## src/rtl/tpu_dispatch_pkg.sv

```systemverilog
// rtl/tpu_dispatch_pkg.sv - shared state type and systolic-interface limits for matmul_dispatcher
package tpu_dispatch_pkg;

  localparam int SYS_ROWS_W   = 8;
  localparam int MAX_SYS_ROWS = 255;

  typedef enum logic [1:0] {
    D_IDLE  = 2'd0,
    D_ISSUE = 2'd1,
    D_WAIT  = 2'd2,
    D_RESP  = 2'd3
  } dispatch_state_t;

endpackage

```

## src/rtl/dispatch_watchdog.sv

```systemverilog
// rtl/dispatch_watchdog.sv - tile-completion watchdog, present only when DISPATCH_WATCHDOG_EN is defined
`ifdef DISPATCH_WATCHDOG_EN
module dispatch_watchdog #(
  parameter int WDOG_CYCLES = 1023
) (
  input  logic clk,
  input  logic rst_n,
  input  logic i_clear,
  input  logic i_enable,
  output logic o_expired
);

  localparam int CNT_W = $clog2(WDOG_CYCLES + 1);

  logic [CNT_W-1:0] r_cnt;

  // Expiry fires on the WDOG_CYCLES-th enabled cycle after a clear.
  assign o_expired = i_enable && (r_cnt == CNT_W'(WDOG_CYCLES - 1));

  always_ff @(posedge clk or negedge rst_n) begin
    if (!rst_n) begin
      r_cnt <= '0;
    end else if (i_clear) begin
      r_cnt <= '0;
    end else if (i_enable && !o_expired) begin
      r_cnt <= r_cnt + CNT_W'(1);
    end
  end

endmodule
`endif

```

## src/rtl/matmul_dispatcher.sv

```systemverilog
// rtl/matmul_dispatcher.sv - splits matmul commands into tiles for the systolic controller
// Optional tile watchdog enabled by DISPATCH_WATCHDOG_EN.
module matmul_dispatcher
  import tpu_dispatch_pkg::*;
#(
  parameter int ROWS_W        = 16,
  parameter int TAG_W         = 4,
  parameter int MAX_TILE_ROWS = 255,
  parameter int WDOG_CYCLES   = 1023
) (
  input  logic                  clk,
  input  logic                  rst_n,
  input  logic                  i_cmd_valid,
  output logic                  o_cmd_ready,
  input  logic [ROWS_W-1:0]     i_cmd_rows,
  input  logic [TAG_W-1:0]      i_cmd_tag,
  output logic                  o_sys_start,
  output logic [SYS_ROWS_W-1:0] o_sys_rows,
  input  logic                  i_sys_busy,
  input  logic                  i_sys_done,
  output logic                  o_rsp_valid,
  input  logic                  i_rsp_ready,
  output logic [TAG_W-1:0]      o_rsp_tag,
  output logic [ROWS_W-1:0]     o_rsp_tiles,
  output logic                  o_rsp_err,
  output logic                  o_dispatch_busy
);

  localparam int TILE_MAX = (MAX_TILE_ROWS > MAX_SYS_ROWS) ? MAX_SYS_ROWS : MAX_TILE_ROWS;

  dispatch_state_t       r_state;
  dispatch_state_t       w_next;
  logic [TAG_W-1:0]      r_tag;
  logic [ROWS_W-1:0]     r_remaining;
  logic [ROWS_W-1:0]     r_tiles;
  logic                  r_err;
  logic [SYS_ROWS_W-1:0] r_sys_rows;
  logic                  w_accept;
  logic                  w_start;
  logic                  w_expired;
  logic [ROWS_W-1:0]     w_tile_src;
  logic [SYS_ROWS_W-1:0] w_tile_rows;

  assign w_accept = (r_state == D_IDLE) && i_cmd_valid;
  assign w_start  = (r_state == D_ISSUE) && !i_sys_busy;

  // Next tile size comes from the new command on accept, otherwise from what is left.
  assign w_tile_src  = (r_state == D_IDLE) ? i_cmd_rows : r_remaining;
  assign w_tile_rows = (w_tile_src > ROWS_W'(TILE_MAX)) ? SYS_ROWS_W'(TILE_MAX)
                                                        : w_tile_src[SYS_ROWS_W-1:0];

`ifdef DISPATCH_WATCHDOG_EN
  dispatch_watchdog #(
    .WDOG_CYCLES(WDOG_CYCLES)
  ) u_wdog (
    .clk      (clk),
    .rst_n    (rst_n),
    .i_clear  (w_start),
    .i_enable (r_state == D_WAIT),
    .o_expired(w_expired)
  );
`else
  logic w_unused_wdog;
  assign w_unused_wdog = (WDOG_CYCLES != 0);
  assign w_expired     = 1'b0;
`endif

  always_ff @(posedge clk or negedge rst_n) begin
    if (!rst_n) begin
      r_state <= D_IDLE;
    end else begin
      r_state <= w_next;
    end
  end

  always_comb begin
    w_next = r_state;
    case (r_state)
      D_IDLE:  if (i_cmd_valid) w_next = (i_cmd_rows == '0) ? D_RESP : D_ISSUE;
      D_ISSUE: if (w_start) w_next = D_WAIT;
      D_WAIT: begin
        // A real completion wins over a watchdog expiry in the same cycle.
        if (i_sys_done) begin
          w_next = (r_remaining == '0) ? D_RESP : D_ISSUE;
        end else if (w_expired) begin
          w_next = D_RESP;
        end
      end
      D_RESP:  if (i_rsp_ready) w_next = D_IDLE;
      default: w_next = D_IDLE;
    endcase
  end

  always_comb begin
    o_cmd_ready     = (r_state == D_IDLE);
    o_rsp_valid     = (r_state == D_RESP);
    o_sys_start     = w_start;
    o_dispatch_busy = (r_state != D_IDLE);
  end

  always_ff @(posedge clk or negedge rst_n) begin
    if (!rst_n) begin
      r_tag       <= '0;
      r_remaining <= '0;
      r_tiles     <= '0;
      r_err       <= 1'b0;
      r_sys_rows  <= '0;
    end else begin
      if (w_accept) begin
        r_tag       <= i_cmd_tag;
        r_remaining <= i_cmd_rows;
        r_tiles     <= '0;
        r_err       <= 1'b0;
      end
      if (w_start) begin
        r_remaining <= r_remaining - ROWS_W'(r_sys_rows);
        r_tiles     <= r_tiles + ROWS_W'(1);
      end
      if ((r_state == D_WAIT) && !i_sys_done && w_expired) begin
        r_err <= 1'b1;
      end
      if ((w_next == D_ISSUE) && (r_state != D_ISSUE)) begin
        r_sys_rows <= w_tile_rows;
      end
    end
  end

  assign o_sys_rows  = r_sys_rows;
  assign o_rsp_tag   = r_tag;
  assign o_rsp_tiles = r_tiles;
  assign o_rsp_err   = r_err;

endmodule

```

## config.mk

```make
export PLATFORM = sky130hd
export DESIGN_NAME = matmul_dispatcher
export DESIGN_NICKNAME = d
export VERILOG_FILES = /design/src/rtl/tpu_dispatch_pkg.sv /design/src/rtl/dispatch_watchdog.sv /design/src/rtl/matmul_dispatcher.sv
export SDC_FILE = /design/constraint.sdc
export NUM_CORES = 1
export LEC_CHECK = 0
export BUFFER_PORTS_ARGS = -buffer_cell sky130_fd_sc_hd__buf_2
export CAP_MARGIN = 10
export CORE_MARGIN = 2
export CORE_UTILIZATION = 51
export CTS_BUF_LIST = sky130_fd_sc_hd__clkbuf_4 sky130_fd_sc_hd__clkbuf_8
export DETAILED_ROUTE_END_ITERATION = 12
export PLACE_DENSITY = 0.78
export SYNTH_ARGS = -nofsm -noshare
export SYNTH_HDL_FRONTEND = slang
export SYNTH_SLANG_ARGS = --single-unit
```

## constraint.sdc

```tcl
create_clock -name clk -period 2.23 [get_ports clk]
set_input_delay 0.3345 -clock clk [delete_from_list [all_inputs] [get_ports clk]]
set_output_delay 0.3345 -clock clk [all_outputs]
set_load 0.02 [all_outputs]
```

==> Flow_metrics.wiki <==
{| class="wikitable"
! Metric !! Value
|-
| Count of different cell masters after synthesis || 57
|-
| # IOs || 59
|-
| Transition time at the pin with the least slew margin || 0.5719 ns
|-
| Post-Syn Instances || 313
|-
| MaxCap Viol Count || 0
|-
| Global-route wire length before repair || 11.77 mm
|-
| Mean cell area of the mapped netlist || 9.058 um^2
|-
| Clock input transition at the sequential cells of the worst setup and hold paths || 0.09 ns
|-
| Share of layout cells above drive strength 1 || 28.12%
|-
| DRC Markers || 0
|-
| TritonCTS clock tree || yes
|-
| Part of the power in registers || 33.2%
|-
| Switching component of the power || 1.757 mW
|-
| TritonCTS sink count || 46
|-
| Startpoint type of the worst setup path || flop
|-
| Placeable core region || 5439 um^2
|-
| Dominant register cell in the synthesized netlist || sky130_fd_sc_hd__dfrtp_1
|-
| Portion of the post-synthesis area used by sequential elements || 40.60%
|-
| Net count after synthesis || 349
|-
| Internal power consumption || 2.247 mW
|-
| Share of the cycle needed by the critical path after routing || 97.69%
|-
| Buffer type at the clock tree root || sky130_fd_sc_hd__clkbuf_8
|-
| Remaining antenna violation count || 0
|-
| Cell taking the most area after synthesis || sky130_fd_sc_hd__dfrtp_1
|-
| Area growth, synth to finish || 18.98%
|-
| Worst ir drop on vdd || 0.6733 mV
|-
| Static Leak || 1.617 nW
|-
| CP cell instances || inv_1, ha_1, nor2b_1, a311o_2, a21oi_1, or4b_2, nand3_1
|-
| Average detailed-routed wire length per instance || 16.20 um
|-
| Number of detailed-route iterations in the first pass || 4
|-
| Number of design-rule violations left by the first detailed-router iteration || 227
|-
| Final setup skew || 0.007722 ns
|-
| Switching fraction of total power || 43.88%
|-
| CP max stage cell || sky130_fd_sc_hd__or4b_2
|-
| Wirelength, routed || 7.275 mm
|-
| Port Buffer Count || 57
|-
| Endpoints failing setup || 0
|-
| Ranking of synthesized cells by area || sky130_fd_sc_hd__dfrtp_1, sky130_fd_sc_hd__nand2_1, sky130_fd_sc_hd__o21ai_0
|-
| GP Congestion || 0.9308
|-
| Cell area after placement || 3229 um^2
|-
| Clock insertion delay at the later pin of the skew report || 0.30 ns
|-
| Final-report max-slew violation count || 0
|-
| Timing-limited maximum frequency || 459.0 MHz
|-
| Die outline width || 78.56 um
|-
| Critical Path RT || 2.48 ns
|-
| Fill cells || 470
|-
| Die outline height || 78.56 um
|-
| Comb pwr share || 51.0%
|-
| Number of global-route vias before repair || 2422
|-
| Status || completed
|-
| Level count of the clock H-tree || 2
|-
| Clock Path Buffers || 2
|-
| Max Fanout on Critical Path || 5
|-
| Area of the mapped netlist || 2835 um^2
|-
| Hpwl dp || 5.191 mm
|-
| Tot GR Track Use || 24.10%
|-
| Largest stage delay on the critical path || 0.63 ns
|-
| Share of Yosys cell area claimed by the top area cell type || 40.60%
|-
| Via count || 2612
|-
| Clock buffer count from CTS || 5
|-
| Row cnt || 27
|-
| Delay-heaviest family, CP || simple AND/OR/NAND/NOR gates
|-
| Initial cell density of the core || 52.13%
|-
| FFs w/ async S/R, synth || 100.0%
|-
| EDFF count, synth || 0
|-
| Antenna cells || 0
|-
| Relative max-transition margin || 61.52%
|-
| Full die area || 6172 um^2
|-
| Hold WC Path Type || in -> async
|-
| RSZ-0062 raised after global routing || true
|-
| Critical Setup Path Class || reg -> reg
|-
| Global-route congestion overflow total || 0
|-
| Final hold violation count || 0
|-
| Nets@finish || 412
|-
| Sort of element at the end of the critical path || flop
|-
| Arrival time at the worst endpoint || 2.43 ns
|-
| Vias per inst || 5.817
|-
| Final Cell Area || 3373 um^2
|-
| Largest net degree at the start of global routing || 26
|-
| Instance count after placement with tap cells included || 440
|-
| Count of hold-fix buffers inserted at cts || 0
|-
| Non-filler instance count after layout || 449
|-
| Period minus WS final || 2.178 ns
|-
| Power density cells || 1187 nW/um^2
|-
| Antenna violations before repair || 0
|-
| FF+latch count, synth || 46
|-
| Sum of buffers and inverters on the critical path || 1
|-
| Total number of yosys warnings || 0
|-
| Part of the power in the clock network || 15.8%
|}
path summary, 6_finish.rpt:
path,slack (ns),from,cells after the start,end
worst max-delay path,0.05,o_sys_rows[4],7,r_remaining[7]
worst min-delay path,0.007,rst_n,1,r_remaining[0]
worst max register to register,0.05,o_sys_rows[4],7,r_remaining[7]
worst min register to register,0.48,o_rsp_tiles[15],1,o_rsp_tiles[15]
max in group asynchronous,1.70,rst_n,2,o_rsp_tag[2]
min in group clk,0.22,i_cmd_tag[0],3,o_rsp_tag[0]
per-layer routing:
metal | share of wire, % | track usage (%) | wire [um]
met3 | 5.1 | 4.943 | 369
met2 | 47 | 37.69 | 3421
met4 | 1.7 | 7.193 | 121
met1 | 46 | 33.78 | 3362
met5 | 0 | 0 | 0
cell usage after synthesis (5+ instances only):
master	count
sky130_fd_sc_hd__nor2_1	13
sky130_fd_sc_hd__nor4_1	8
sky130_fd_sc_hd__mux2i_1	6
sky130_fd_sc_hd__clkbuf_1	6
sky130_fd_sc_hd__mux2_4	8
sky130_fd_sc_hd__dfrtp_1	46
sky130_fd_sc_hd__ha_1	9
sky130_fd_sc_hd__and3_1	11
sky130_fd_sc_hd__o21ai_0	29
sky130_fd_sc_hd__nand2_1	52
sky130_fd_sc_hd__inv_1	11
sky130_fd_sc_hd__nor2b_1	5
sky130_fd_sc_hd__a22oi_1	5
sky130_fd_sc_hd__nand3_1	23
sky130_fd_sc_hd__a21oi_1	9
layout by cell type, fill, tap and decap left out, types with 6 or more instances in the layout:
cell type                 netlist  routed
sky130_fd_sc_hd__ha_1           9       8
sky130_fd_sc_hd__nor4_1         8       8
sky130_fd_sc_hd__inv_1         11      10
sky130_fd_sc_hd__dfrtp_1       46      46
sky130_fd_sc_hd__mux2_4         8       8
sky130_fd_sc_hd__mux2i_1        6       6
sky130_fd_sc_hd__buf_2          3      57
sky130_fd_sc_hd__and3_1        11      11
sky130_fd_sc_hd__nor2_1        13      13
sky130_fd_sc_hd__buf_4          2      13
sky130_fd_sc_hd__a21oi_1        9       8
sky130_fd_sc_hd__nand3_1       23      23
sky130_fd_sc_hd__o21ai_0       29      28
sky130_fd_sc_hd__nand2_1       52      52
metrics by stage:
step	power [mW]	setup WS, ns	util, %	setup TNS (ns)	hold slack [ns]
floorplan	2.786	0.008866	-	0	0.03891
global placement	3.245	0.1049	59.37	0	0.3453
detailed placement	3.295	0.04544	59.37	0	0.3531
CTS	3.931	0.01260	61.38	0	0.02858
global route	4.272	-0.08695	62.02	-0.1053	0.04026
finish	4.003	0.05153	62.02	0	0.007146
repair_timing:
action,CTS,global route
resized for setup,0,8
endpoints found under the setup margin,0,9
buffers inserted,0,1
layout make-up:
cell class                      instances  area (um^2)  share of cell area, %
Clock buffer                            5        68.82                  2.040
Tap cell                               72        90.09                  2.671
Multi-Input combinational cell        240         1573                  46.62
Sequential cell                        46         1151                  34.12
Clock inverter                          3        40.04                  1.187
Timing Repair Buffer                   71        402.9                  11.94
Inverter                               12        47.55                  1.409
flip-flops by register name (all words and copies together) (netlist names):
register	count
o_rsp_tiles	16
r_remaining	16
o_sys_rows	8
o_rsp_tag	4
r_state	2
logic make-up (layout without fill, tap and decap cells):
group	Yosys count	in the layout	synth area share [%]
mux	14	14	6.355
other cells	1	1	0.1323
flops	46	46	40.60
xor+xnor	4	4	1.236
compound gates	75	75	17.61
fa+ha+maj	10	10	4.678
simple gates	136	136	24.27
buf+inv	27	91	5.119
power groups by stage:
| stage | Clock [mW] | Sequential [mW] | Combinational, mW |
|---|---|---|---|
| floorplan | 0 | 1.36 | 1.43 |
| global placement | 0 | 1.32 | 1.92 |
| CTS | 0.634 | 1.32 | 1.98 |
| global route | 0.671 | 1.37 | 2.23 |
| detailed placement | 0 | 1.33 | 1.96 |
| finish | 0.632 | 1.33 | 2.04 |
Power figures use the tool's default switching activity.
